===== config.mk =====
export PLATFORM = sky130hd
export DESIGN_NAME = ct_lsu_pfu_sdb_stride_trainer
export DESIGN_NICKNAME = d
export VERILOG_FILES = /design/src/rtl/ct_lsu_pfu_sdb_stride_trainer.sv
export SDC_FILE = /design/constraint.sdc
export NUM_CORES = 1
export LEC_CHECK = 0
export ABC_AREA = 1
export ABC_CLOCK_PERIOD_IN_PS = 3000
export CAP_MARGIN = 20
export CORE_UTILIZATION = 45
export DETAILED_ROUTE_END_ITERATION = 8
export GPL_ROUTABILITY_DRIVEN = 0
export MAX_ROUTING_LAYER = met4
export PLACE_DENSITY_LB_ADDON = 0.3
export SLEW_MARGIN = 20
export SYNTH_ARGS = -nofsm -noshare
export SYNTH_HDL_FRONTEND = slang
export SYNTH_SLANG_ARGS = --single-unit

===== constraint.sdc =====
create_clock -name entry_clk -period 3 [get_ports entry_clk]
set_clock_uncertainty 0.05 [all_clocks]
set_input_delay 0.6 -clock entry_clk [delete_from_list [all_inputs] [get_ports entry_clk]]
set_output_delay 0.6 -clock entry_clk [all_outputs]
set_load 0.1 [all_outputs]

===== src/rtl/ct_lsu_pfu_sdb_stride_trainer.sv =====
// Per-entry stride trainer for the LSU prefetch unit.
// Captures PC/VA on create, learns a signed stride from same-PC loads and
// keeps a saturating confidence count that drives activation.
// Optional feature macro: PFU_SDB_NEG_STRIDE_EN enables negative strides.
module ct_lsu_pfu_sdb_stride_trainer #(
  parameter int unsigned CONF_WIDTH  = 2,
  parameter int unsigned CONF_THRESH = 2
) (
  input  logic        entry_clk,
  input  logic        cpurst_b,
  input  logic        entry_create_vld,
  input  logic        entry_pop_vld,
  input  logic        entry_train_vld,
  input  logic [14:0] pipe_pc,
  input  logic [39:0] pipe_va,
  output logic        entry_vld,
  output logic        entry_pc_hit,
  output logic [10:0] entry_stride,
  output logic        entry_stride_neg,
  output logic        entry_act_vld,
  output logic        entry_reinit_vld,
  output logic        entry_pf_inst_vld
);

  typedef enum logic [1:0] {StIdle, StTrain, StStride} state_e;

  state_e                state_q, state_d;
  logic                  vld_q, vld_d;
  logic [14:0]           pc_q, pc_d;
  logic [39:0]           last_va_q, last_va_d;
  logic [11:0]           stride_q, stride_d;
  logic [CONF_WIDTH-1:0] conf_q, conf_d;
  logic                  act_q, act_d;
  logic                  reinit_q, reinit_d;
  logic                  pf_q, pf_d;

  logic [39:0] delta;
  logic        delta_zero;
  logic        delta_in_range;
  logic        stride_match;
  logic        train_hit;

  // Delta classification against the last trained VA
  always_comb begin
    delta      = pipe_va - last_va_q;
    delta_zero = (delta == '0);
`ifdef PFU_SDB_NEG_STRIDE_EN
    delta_in_range = (delta[39:12] == {28{delta[11]}});
`else
    // Negative deltas (bit 39 set) fall out of range here.
    delta_in_range = (delta[39:11] == '0);
`endif
    stride_match = delta_in_range && (delta[11:0] == stride_q);
    entry_pc_hit = vld_q && (pipe_pc == pc_q);
    train_hit    = entry_train_vld && entry_pc_hit;
  end

  // Next-state logic: pop beats create beats train
  always_comb begin
    state_d   = state_q;
    vld_d     = vld_q;
    pc_d      = pc_q;
    last_va_d = last_va_q;
    stride_d  = stride_q;
    conf_d    = conf_q;
    reinit_d  = 1'b0;
    pf_d      = 1'b0;
    if (entry_pop_vld) begin
      state_d = StIdle;
      vld_d   = 1'b0;
      conf_d  = '0;
    end else if (entry_create_vld) begin
      state_d   = StTrain;
      vld_d     = 1'b1;
      pc_d      = pipe_pc;
      last_va_d = pipe_va;
      stride_d  = '0;
      conf_d    = '0;
    end else if (train_hit && !delta_zero) begin
      last_va_d = pipe_va;
      unique case (state_q)
        StTrain: begin
          if (delta_in_range) begin
            state_d  = StStride;
            stride_d = delta[11:0];
            conf_d   = '0;
          end
        end
        StStride: begin
          if (stride_match) begin
            conf_d = (conf_q == '1) ? conf_q : conf_q + 1'b1;
            pf_d   = act_q;
          end else if (delta_in_range) begin
            stride_d = delta[11:0];
            conf_d   = '0;
            reinit_d = act_q;
          end else begin
            state_d  = StTrain;
            conf_d   = '0;
            reinit_d = act_q;
          end
        end
        default: ;
      endcase
    end
    act_d = (state_d == StStride) && (conf_d >= CONF_WIDTH'(CONF_THRESH));
  end

  // State and registered outputs
  always_ff @(posedge entry_clk or negedge cpurst_b) begin
    if (!cpurst_b) begin
      state_q   <= StIdle;
      vld_q     <= 1'b0;
      pc_q      <= '0;
      last_va_q <= '0;
      stride_q  <= '0;
      conf_q    <= '0;
      act_q     <= 1'b0;
      reinit_q  <= 1'b0;
      pf_q      <= 1'b0;
    end else begin
      state_q   <= state_d;
      vld_q     <= vld_d;
      pc_q      <= pc_d;
      last_va_q <= last_va_d;
      stride_q  <= stride_d;
      conf_q    <= conf_d;
      act_q     <= act_d;
      reinit_q  <= reinit_d;
      pf_q      <= pf_d;
    end
  end

  assign entry_vld         = vld_q;
  assign entry_stride      = stride_q[10:0];
`ifdef PFU_SDB_NEG_STRIDE_EN
  assign entry_stride_neg  = stride_q[11];
`else
  assign entry_stride_neg  = 1'b0;
`endif
  assign entry_act_vld     = act_q;
  assign entry_reinit_vld  = reinit_q;
  assign entry_pf_inst_vld = pf_q;

endmodule


==> reports/results.ini, run 1 <==
[worst_setup_path]
r2r_slack_ns=-0.21
endpoint_kind=flop
crit_type=input pin to flop
rr_worst_depth=22
cp.arrival_ns=3.46
cp-endpoint=stride_q[4]
cp-start-kind=input pin
cp_slowest_stage_delay_ns=0.31
reg2reg_from=last_va_q[0]
timing.rr.end=stride_q[4]
required_ns=3.18
critical_path.cell_chain=dlygate4sd2_1, ha_4, nand2_1, buf_4, nor2_4, nand2_2, nor2_1, nand2_2, nand3_2, nand2_1, nand3_1, nand2_1, nor2_2, nand2_2, nor2_4, buf_4, nand4_1, nand2_1, nand2_4, buf_4, nand4_1, o21ai_1
cp-startpoint=pipe_va[13]
critPathMaxFanout=4
critical-path-top-cell-by-count=nand2_1
crit_slowest_cell=ha_4

[logic_synthesis]
syn_inst=1207
yosysSeqAreaShare_pct=25.1
ys_ff_latch=75
synth_area_mm2=0.00748
synth_area_leaders=dfrtp_1, nand2_1, inv_1, ha_1, nor2_1
synth_cell_types=44
syn_nets=1309
synth_top_area_share_pct=25.1
yosysTopAreaCell=dfrtp_1
postSynthAreaPerCell_um2=6.19
ys_warn_count=0

[run_status]
violations=negative setup slack
outcome=finished with violations

[place]
placed_area_mm2=0.00954
numPortBuffers=75
place_worst_setup_slack_ns=-1.05
post-dp-hpwl_um=17300

[floorplanning]
ioPinCount=77
die_x_um=131
core-area_mm2=0.0161
start_util_pct=46.6
rows=46
die_area_mm2=0.0171
die-height_um=131

[power_and_ir_drop]
leakagePower_nw=5.75
power_density_mw_per_mm2=496
peakVddDrop_mv=0.314
power_mw=5.72

[detailed_routing]
viasPerCell=5.25
drtAntennaViolNets=0
wirelength_um=25700
drc=0
vias=8795
wl_per_cell_um=15.3
drtIter0Drc=640
dr.pass1.iters=5

[clock_tree]
numCtsBuffers=9
clk_latency_ns=0.36
cts.sinks=75
cts_tree=yes
cts-root-buf=clkbuf_16
hold_buffers=0
clkTransAtPathRegs_ns=0.07
cts_buffer_depth=2
h-tree-depth=3

[hold_path]
min_path_type=input pin to async pin

[cells_and_area]
drive_gt1_share_pct=40.5
stdcell_area_mm2=0.0115
fill_cells=1172
antennaDiodeCount=0
fin_util_pct=71.8
syn2layout_area_growth_pct=54.2
final_nets=1557

[timing]
period_share_pct=109
fin_ws_ns=-0.277
finalHoldViolCount=0
setup-violations-final=59
max_freq_mhz=305
holdWs_ns=0.187
maxSlewViolCount=0
period_needed_ns=3.28
grt_setup_unrepaired=true

[grt]
grt_pass1_wl_um=40000
grt_antenna_before_repair=0
grt_usage_pct=30.9
global_route.overflow_total=0
grt_pass1_vias=8466
grt_max_degree=76

[run]
max-cap-violations=0

-- through the flow --
step | TNS (ns) | instances
finish | -10.43 | 1676
global route | -19.23 | 1676
CTS | -1.69 | 1666
detailed placement | -56.54 | 1628
global placement | -51.29 | 1628
floorplan | -0.283 | 1207
-- sequential cells by signal, summed over array words and instances (netlist names) --
| signal | flops |
|---|---|
| conf_q | 2 |
| entry_act_vld | 1 |
| entry_pf_inst_vld | 1 |
| entry_reinit_vld | 1 |
| entry_vld | 1 |
| last_va_q | 40 |
| pc_q | 15 |
| state_q | 2 |
| stride_q | 12 |
-- worst min path at each step --
stage | start | to | slack, ns | cells after the start
2_1_floorplan | cpurst_b | conf_q[0] | 0.25 | 0
3_3_place_gp | pc_q[6] | pc_q[6] | 0.44 | 2
3_5_place_dp | pc_q[1] | pc_q[1] | 0.45 | 2
4_1_cts | cpurst_b | last_va_q[7] | 0.22 | 2
5_1_grt | cpurst_b | last_va_q[7] | 0.24 | 2
6_report | cpurst_b | last_va_q[7] | 0.19 | 2
-- critical path: cells and delay by family --
kind,cells,cell delay [ns]
simple gates,16,1.74
buf+inv,4,0.72
fa+ha+maj,1,0.31
compound gates,1,0.10
-- report_power, final --
group / switching [mW] / total, mW / internal (mW)
clock: 0.492 / 1.08 / 0.590
combinational: 2.00 / 3.42 / 1.42
sequential: 0.0780 / 1.22 / 1.14
-- cell type report --
cell class	count	area, um^2	share of cell area, %
clock buffer	10	239	2.07
clock inverter	6	47.5	0.412
inverter	223	852	7.39
multi-input combinational	884	5960	51.7
sequential	75	1880	16.3
tap	216	270	2.34
timing repair buffer	262	2280	19.8
-- cells by family (layout without fill, tap and decap cells) --
| group | Yosys count | count (layout) | share of synthesized area [%] |
|---|---|---|---|
| buf+inv | 249 | 501 | 13.6 |
| mux | 2 | 2 | 0.301 |
| other cells | 1 | 1 | 0.0502 |
| flops | 75 | 75 | 25.1 |
| fa+ha+maj | 42 | 42 | 7.13 |
| xor+xnor | 18 | 18 | 2.11 |
| simple gates | 678 | 679 | 41.1 |
| compound gates | 142 | 142 | 10.7 |
-- layer usage --
layer,up-vias,global-route usage [%],share of wire [%]
met5,-,-,0
met1,4082,36.9,42
met2,343,49.8,47
met3,103,4.36,5.6
li1,4267,-,-
met4,0,18.1,5.3
-- cell usage in the layout (no fill, tap or decap), types with 3 or more instances in the layout --
cell type	n
xnor2_1	4
xor2_1	12
inv_2	37
dlygate4sd2_1	34
o21ai_1	26
nor2_1	63
o21a_1	3
nor3_1	6
dlymetal6s2s_1	3
nand3b_1	4
a21oi_1	9
buf_12	5
o21ai_0	28
a21oi_4	4
clkdlybuf4s50_1	18
ha_1	4
buf_6	6
clkinv_1	3
or2_2	5
nand2_1	307
ha_4	37
nand2_4	21
nand3_1	45
a21oi_2	29
clkbuf_16	12
nor2_4	20
buf_16	4
o21ai_2	28
nand3_4	4
buf_4	186
nand4_1	29
dfrtp_1	75
nand2_2	97
nor2_2	34
inv_1	181
nand3_2	27
nor3_2	7
o21bai_1	4
-- cell usage after synthesis (all sizes together) --
cell type / instances
o21ai: 83
buf: 20
clkbuf: 6
conb: 1
mux2: 2
xor2: 13
a211oi: 1
a31oi: 3
a21oi: 42
fa: 1
o21bai: 5
nor4: 3
o2111ai: 2
nand2b: 1
dfrtp: 75
nor3b: 1
o22ai: 2
nor3: 15
nor2: 117
nand4: 29
or2: 6
clkinv: 3
a2111oi: 1
nand3b: 4
inv: 220
nand2: 426
xnor2: 5
ha: 41
nand3: 76
o21a: 3
-- what timing repair did --
item | 4_1_cts | 5_1_grt
endpoints found under the setup margin | 60 | 60
gates resized for setup | 225 | 140
buffers inserted | 18 | 11
hold endpoints to repair | 0 | 0
cloned | 4 | 3
pin swaps | 34 | 36
Note: power is estimated with default switching activity, not from simulation.
==> inputs of run 2 (changes only) <==
Settings changed: PLACE_DENSITY from default to 0.68, PLACE_DENSITY_LB_ADDON 0.3 to default.
==> run 2 against run 1 <==
Effect of this change: the run still ends with negative setup slack left; first-iteration DRC count shrank 21%; sequential power is essentially flat; sequential share of layout area grew 0.35 points; non-clock buffer count shrank 26; highest routed layer unchanged.
==> reports/results.ini, run 2 (synthesized netlist as in run 1, its figures left out) <==
[place]
placed_area_mm2=0.00939
post-dp-hpwl_um=17300
numPortBuffers=75
place_worst_setup_slack_ns=-1.03

[cells_and_area]
final_common_cell=nand2_1
stdcell_area_mm2=0.0113
fill_cells=1272
syn2layout_area_growth_pct=50.9
final_cell_mix=nand2_1, inv_1, buf_4
largest_register=last_va_q
largest_reg_flops=40
final_nets=1531
reg.largest.list=last_va_q (40), pc_q (15), stride_q (12)
drive_gt1_share_pct=39.7
antennaDiodeCount=0

[power_and_ir_drop]
power_density_mw_per_mm2=495
leakagePower_nw=5.60
peakVddDrop_mv=0.350

[hold_path]
min_path_type=input pin to async pin

[worst_setup_path]
cp-start-kind=input pin
timing.rr.end=stride_q[4]
cp.arrival_ns=3.39
critical_path.cell_chain=dlygate4sd2_1, ha_4, nand2_1, nor2_2, buf_4, inv_1, nor2_2, nand3_2, nand4_1, nand3_1, nor2_2, nand2_2, nor2_4, nand2_1, nand2_2, o21ai_4, buf_12, buf_16, nand4_1, o21ai_1
path_buf_inv=5
reg2reg_from=last_va_q[0]
critical-path-top-cell-by-count=nor2_2
endpoint_kind=flop
crit_slowest_cell=ha_4
r2r_slack_ns=-0.16
cp_slowest_stage_delay_ns=0.30
critical_path.top_delay_family=simple AND/OR/NAND/NOR gates
critPathMaxFanout=11
rr_worst_depth=22
cp-startpoint=pipe_va[18]
crit_type=input pin to flop
required_ns=3.19

[timing]
fin_ws_ns=-0.201
fin_setup_tns_ns=-8.22
finalHoldViolCount=0
maxSlewViolCount=0
maxSlewHeadroom_pct=65.0
period_needed_ns=3.20
worst_pin_slew_ns=0.524
period_share_pct=107
grt_setup_unrepaired=true
setup-violations-final=57
max_freq_mhz=312

[clock_tree]
hold_buffers=0
cts_tree=yes
clkTransAtPathRegs_ns=0.06
numCtsBuffers=9
h-tree-depth=3
cts_buffer_depth=2
cts.sinks=75
clk_latency_ns=0.37
cts-root-buf=clkbuf_16

[floorplanning]
die-height_um=131
die_area_mm2=0.0171
ioPinCount=77
core-area_mm2=0.0161
rows=46
die_x_um=131
start_util_pct=46.6

[detailed_routing]
drc=0
wirelength_um=24300
dr.pass1.iters=5
drtAntennaViolNets=0
drtIter0Drc=505
wl_per_cell_um=14.7
vias=8476
viasPerCell=5.14

[grt]
grt_pass1_wl_um=38300
grt_usage_pct=29.7
grt_max_degree=41
grt_antenna_before_repair=0
grt_pass1_vias=8013
global_route.overflow_total=0

[run_status]
violations=negative setup slack
outcome=finished with violations

[run]
max-cap-violations=0

-- run 2: where the power goes --
part           leakage (nW)  switching [mW]  internal (mW)
Clock                 0.140           0.516          0.576
Sequential            0.940          0.0789           1.14
Combinational          4.52            1.94           1.34
Total                  5.60            2.53           3.06
-- run 2: per-stage QoR --
stage          std cells  util, %  hold WS (ns)  total power, mW
2_1_floorplan       1207        -         0.254             2.95
4_1_cts             1644     67.4         0.142             5.38
3_5_place_dp        1607     58.4         0.449             3.87
6_report            1650     70.3         0.125             5.59
5_1_grt             1650     70.3         0.167             5.96
3_3_place_gp        1607     58.4         0.440             3.84
-- run 2: worst register-to-register path, delay by kind of cell, from the launching register on --
kind	cells	cell delay, ns
AND/OR/NAND/NOR	15	1.43
adder cells (fa/ha/maj)	2	0.55
buffers and inverters	3	0.46
flip-flops	1	0.41
AO/OA/AOI/OAI	2	0.16
-- run 2: area by class of cell --
class	instances	area [um^2]	share of cell area, %
Clock inverter	7	61.3	0.543
Timing Repair Buffer	236	2060	18.2
Tap cell	216	270	2.39
Multi-Input combinational cell	884	5940	52.6
Inverter	223	853	7.56
Sequential cell	75	1880	16.6
Clock buffer	9	225	2.00
-- run 2: worst max-delay path by stage --
stage / to / slack (ns) / depth (start not counted)
after floorplan: stride_q[5] / -0.07 / 24
after global placement: stride_q[1] / -0.99 / 24
after detailed placement: stride_q[1] / -1.03 / 24
after CTS: last_va_q[31] / -0.1 / 22
after global routing: last_va_q[24] / -0.41 / 19
final: stride_q[4] / -0.20 / 20
-- run 2: repair_timing --
action	in CTS	in global routing
setup endpoints to repair	60	60
gates cloned	4	3
gates resized for setup	244	123
setup buffers	17	3
pin swaps	52	29
-- run 2: routing by layer --
layer	vias to the layer above	routed length (um)	GRT usage (%)
met4	0	904	13.3
met5	-	0	-
met1	3907	10500	36.5
met2	280	11600	48.1
li1	4214	-	-
met3	75	1300	4.64
==> inputs of run 3 (changes only) <==
Settings changed: TNS_END_PERCENT from default to 50.
==> run 3 against run 2 <==
Effect of this change: the flow still finishes with violations (negative setup slack); sequential power barely moved; cell area is 0.43% lower; critical path depth did not move; largest cell class unchanged; critical path type unchanged; worst hold slack improved by 0.00050 ns.
==> reports/results.ini, run 3 (synthesized netlist as in run 1, its figures left out) <==
[clock_tree]
numCtsBuffers=9
cts.sinks=75
clk_latency_ns=0.37
cts_buffer_depth=2
h-tree-depth=3
cts-root-buf=clkbuf_16
hold_buffers=0
clkTransAtPathRegs_ns=0.06
cts_tree=yes

[worst_setup_path]
critical-path-top-cell-by-count=nor2_2
crit_slowest_cell=ha_4
crit_type=input pin to flop
cp-start-kind=input pin
cp.arrival_ns=3.39
critical_path.cell_chain=dlygate4sd2_1, ha_4, nand2_1, nor2_2, buf_4, inv_1, nor2_2, nand3_2, nand4_1, nand3_1, nor2_2, nand2_2, nor2_4, nand2_1, nand2_2, o21ai_4, buf_12, buf_16, nand4_1, o21ai_1
endpoint_kind=flop
cp_slowest_stage_delay_ns=0.30
critical_path.top_delay_family=simple AND/OR/NAND/NOR gates
critPathMaxFanout=11
required_ns=3.19
path_buf_inv=5

[timing]
maxSlewHeadroom_pct=64.4
holdWs_ns=0.126
maxSlewViolCount=0
grt_setup_unrepaired=true
finalHoldViolCount=0
worst_pin_slew_ns=0.532
period_share_pct=106
setup-violations-final=57
period_needed_ns=3.19
fin_ws_ns=-0.195
max_freq_mhz=313
fin_setup_tns_ns=-8.10

[cells_and_area]
stdcell_area_mm2=0.0112
final_nets=1531
syn2layout_area_growth_pct=50.3
final_common_cell=nand2_1
antennaDiodeCount=0
drive_gt1_share_pct=38.8
largest_reg_flops=40
largest_register=last_va_q
fill_cells=1277
reg.largest.list=last_va_q (40), pc_q (15), stride_q (12)
final_cell_mix=nand2_1, inv_1, buf_4

[power_and_ir_drop]
power_mw=5.58
internal-power_mw=3.05
power_density_mw_per_mm2=497
sw_frac_of_total_pct=45.3
leakagePower_nw=5.57
p_clk_share_pct=19.6
p_comb_share_pct=58.7
power_frac_seq_pct=21.8
peakVddDrop_mv=0.349
p_sw_mw=2.53

[floorplanning]
die_area_mm2=0.0171
start_util_pct=46.6
core-area_mm2=0.0161
ioPinCount=77
die-height_um=131
rows=46
die_x_um=131

[grt]
grt_pass1_wl_um=38200
grt_pass1_vias=7977
global_route.overflow_total=0
grt_antenna_before_repair=0
grt_max_degree=41
grt_usage_pct=29.7

[detailed_routing]
wirelength_um=24100
dr.pass1.iters=5
drtIter0Drc=513
drc=0
drtAntennaViolNets=0
viasPerCell=5.12
wl_per_cell_um=14.6
vias=8445

[run_status]
outcome=finished with violations
violations=negative setup slack

[hold_path]
min_path_type=input pin to async pin

[place]
numPortBuffers=75
placed_area_mm2=0.00939
post-dp-hpwl_um=17300

[run]
max-cap-violations=0

## run 3: cell types whose count changed in the layout (fill, tap and decap cells not counted), sizes merged
cell / previous run / this run
clkdlybuf4s50: 18 / 21
dlymetal6s2s: 3 / 0
## run 3: metal layers
metal | share of wire (%) | track usage (%) | vias up | wire, um
li1 | - | - | 4212 | -
met1 | 44 | 36.5 | 3881 | 10500
met2 | 47 | 48.0 | 277 | 11400
met3 | 5.4 | 4.60 | 75 | 1310
met4 | 3.8 | 13.1 | 0 | 920
met5 | 0 | - | - | 0
## run 3: path summary, 6_finish.rpt
path / cells after the start / start / to / slack (ns)
setup reg to reg: 21 / last_va_q[0] / stride_q[4] / -0.17
hold / removal: 1 / cpurst_b / last_va_q[7] / 0.13
max in group asynchronous: 2 / cpurst_b / last_va_q[0] / 2.12
setup / recovery: 20 / pipe_va[18] / stride_q[4] / -0.19
min in group entry_clk: 2 / pc_q[1] / pc_q[1] / 0.45
hold reg to reg: 2 / pc_q[1] / pc_q[1] / 0.45
## run 3: area by class of cell
class | instances | area (um^2) | area share, %
Tap cell | 216 | 270 | 2.41
Timing Repair Buffer | 236 | 2050 | 18.2
Clock buffer | 9 | 225 | 2.00
Sequential cell | 75 | 1880 | 16.7
Multi-Input combinational cell | 884 | 5900 | 52.5
Inverter | 223 | 851 | 7.57
Clock inverter | 7 | 61.3 | 0.546
## run 3: metrics by stage
stage | setup WS, ns | instances | util (%)
after floorplan | -0.0660 | 1207 | -
after global placement | -0.993 | 1607 | 58.4
after detailed placement | -1.03 | 1607 | 58.4
after CTS | -0.0952 | 1644 | 67.3
after global routing | -0.410 | 1650 | 70.0
final | -0.195 | 1650 | 70.0
## run 3: what timing repair did
action                     CTS  global route
resized for setup          243           105
setup buffers               17             3
pin swaps                   52            25
gates cloned                 4             3
setup endpoints to repair   60            60
## run 3: power by group through the flow
stage                     Sequential, mW  Combinational [mW]  Clock [mW]
after global routing                1.23                3.56        1.16
after detailed placement            1.23                2.64           0
after floorplan                     1.22                1.72           0
after global placement              1.23                2.61           0
after CTS                           1.21                3.07        1.10
final                               1.22                3.27        1.09
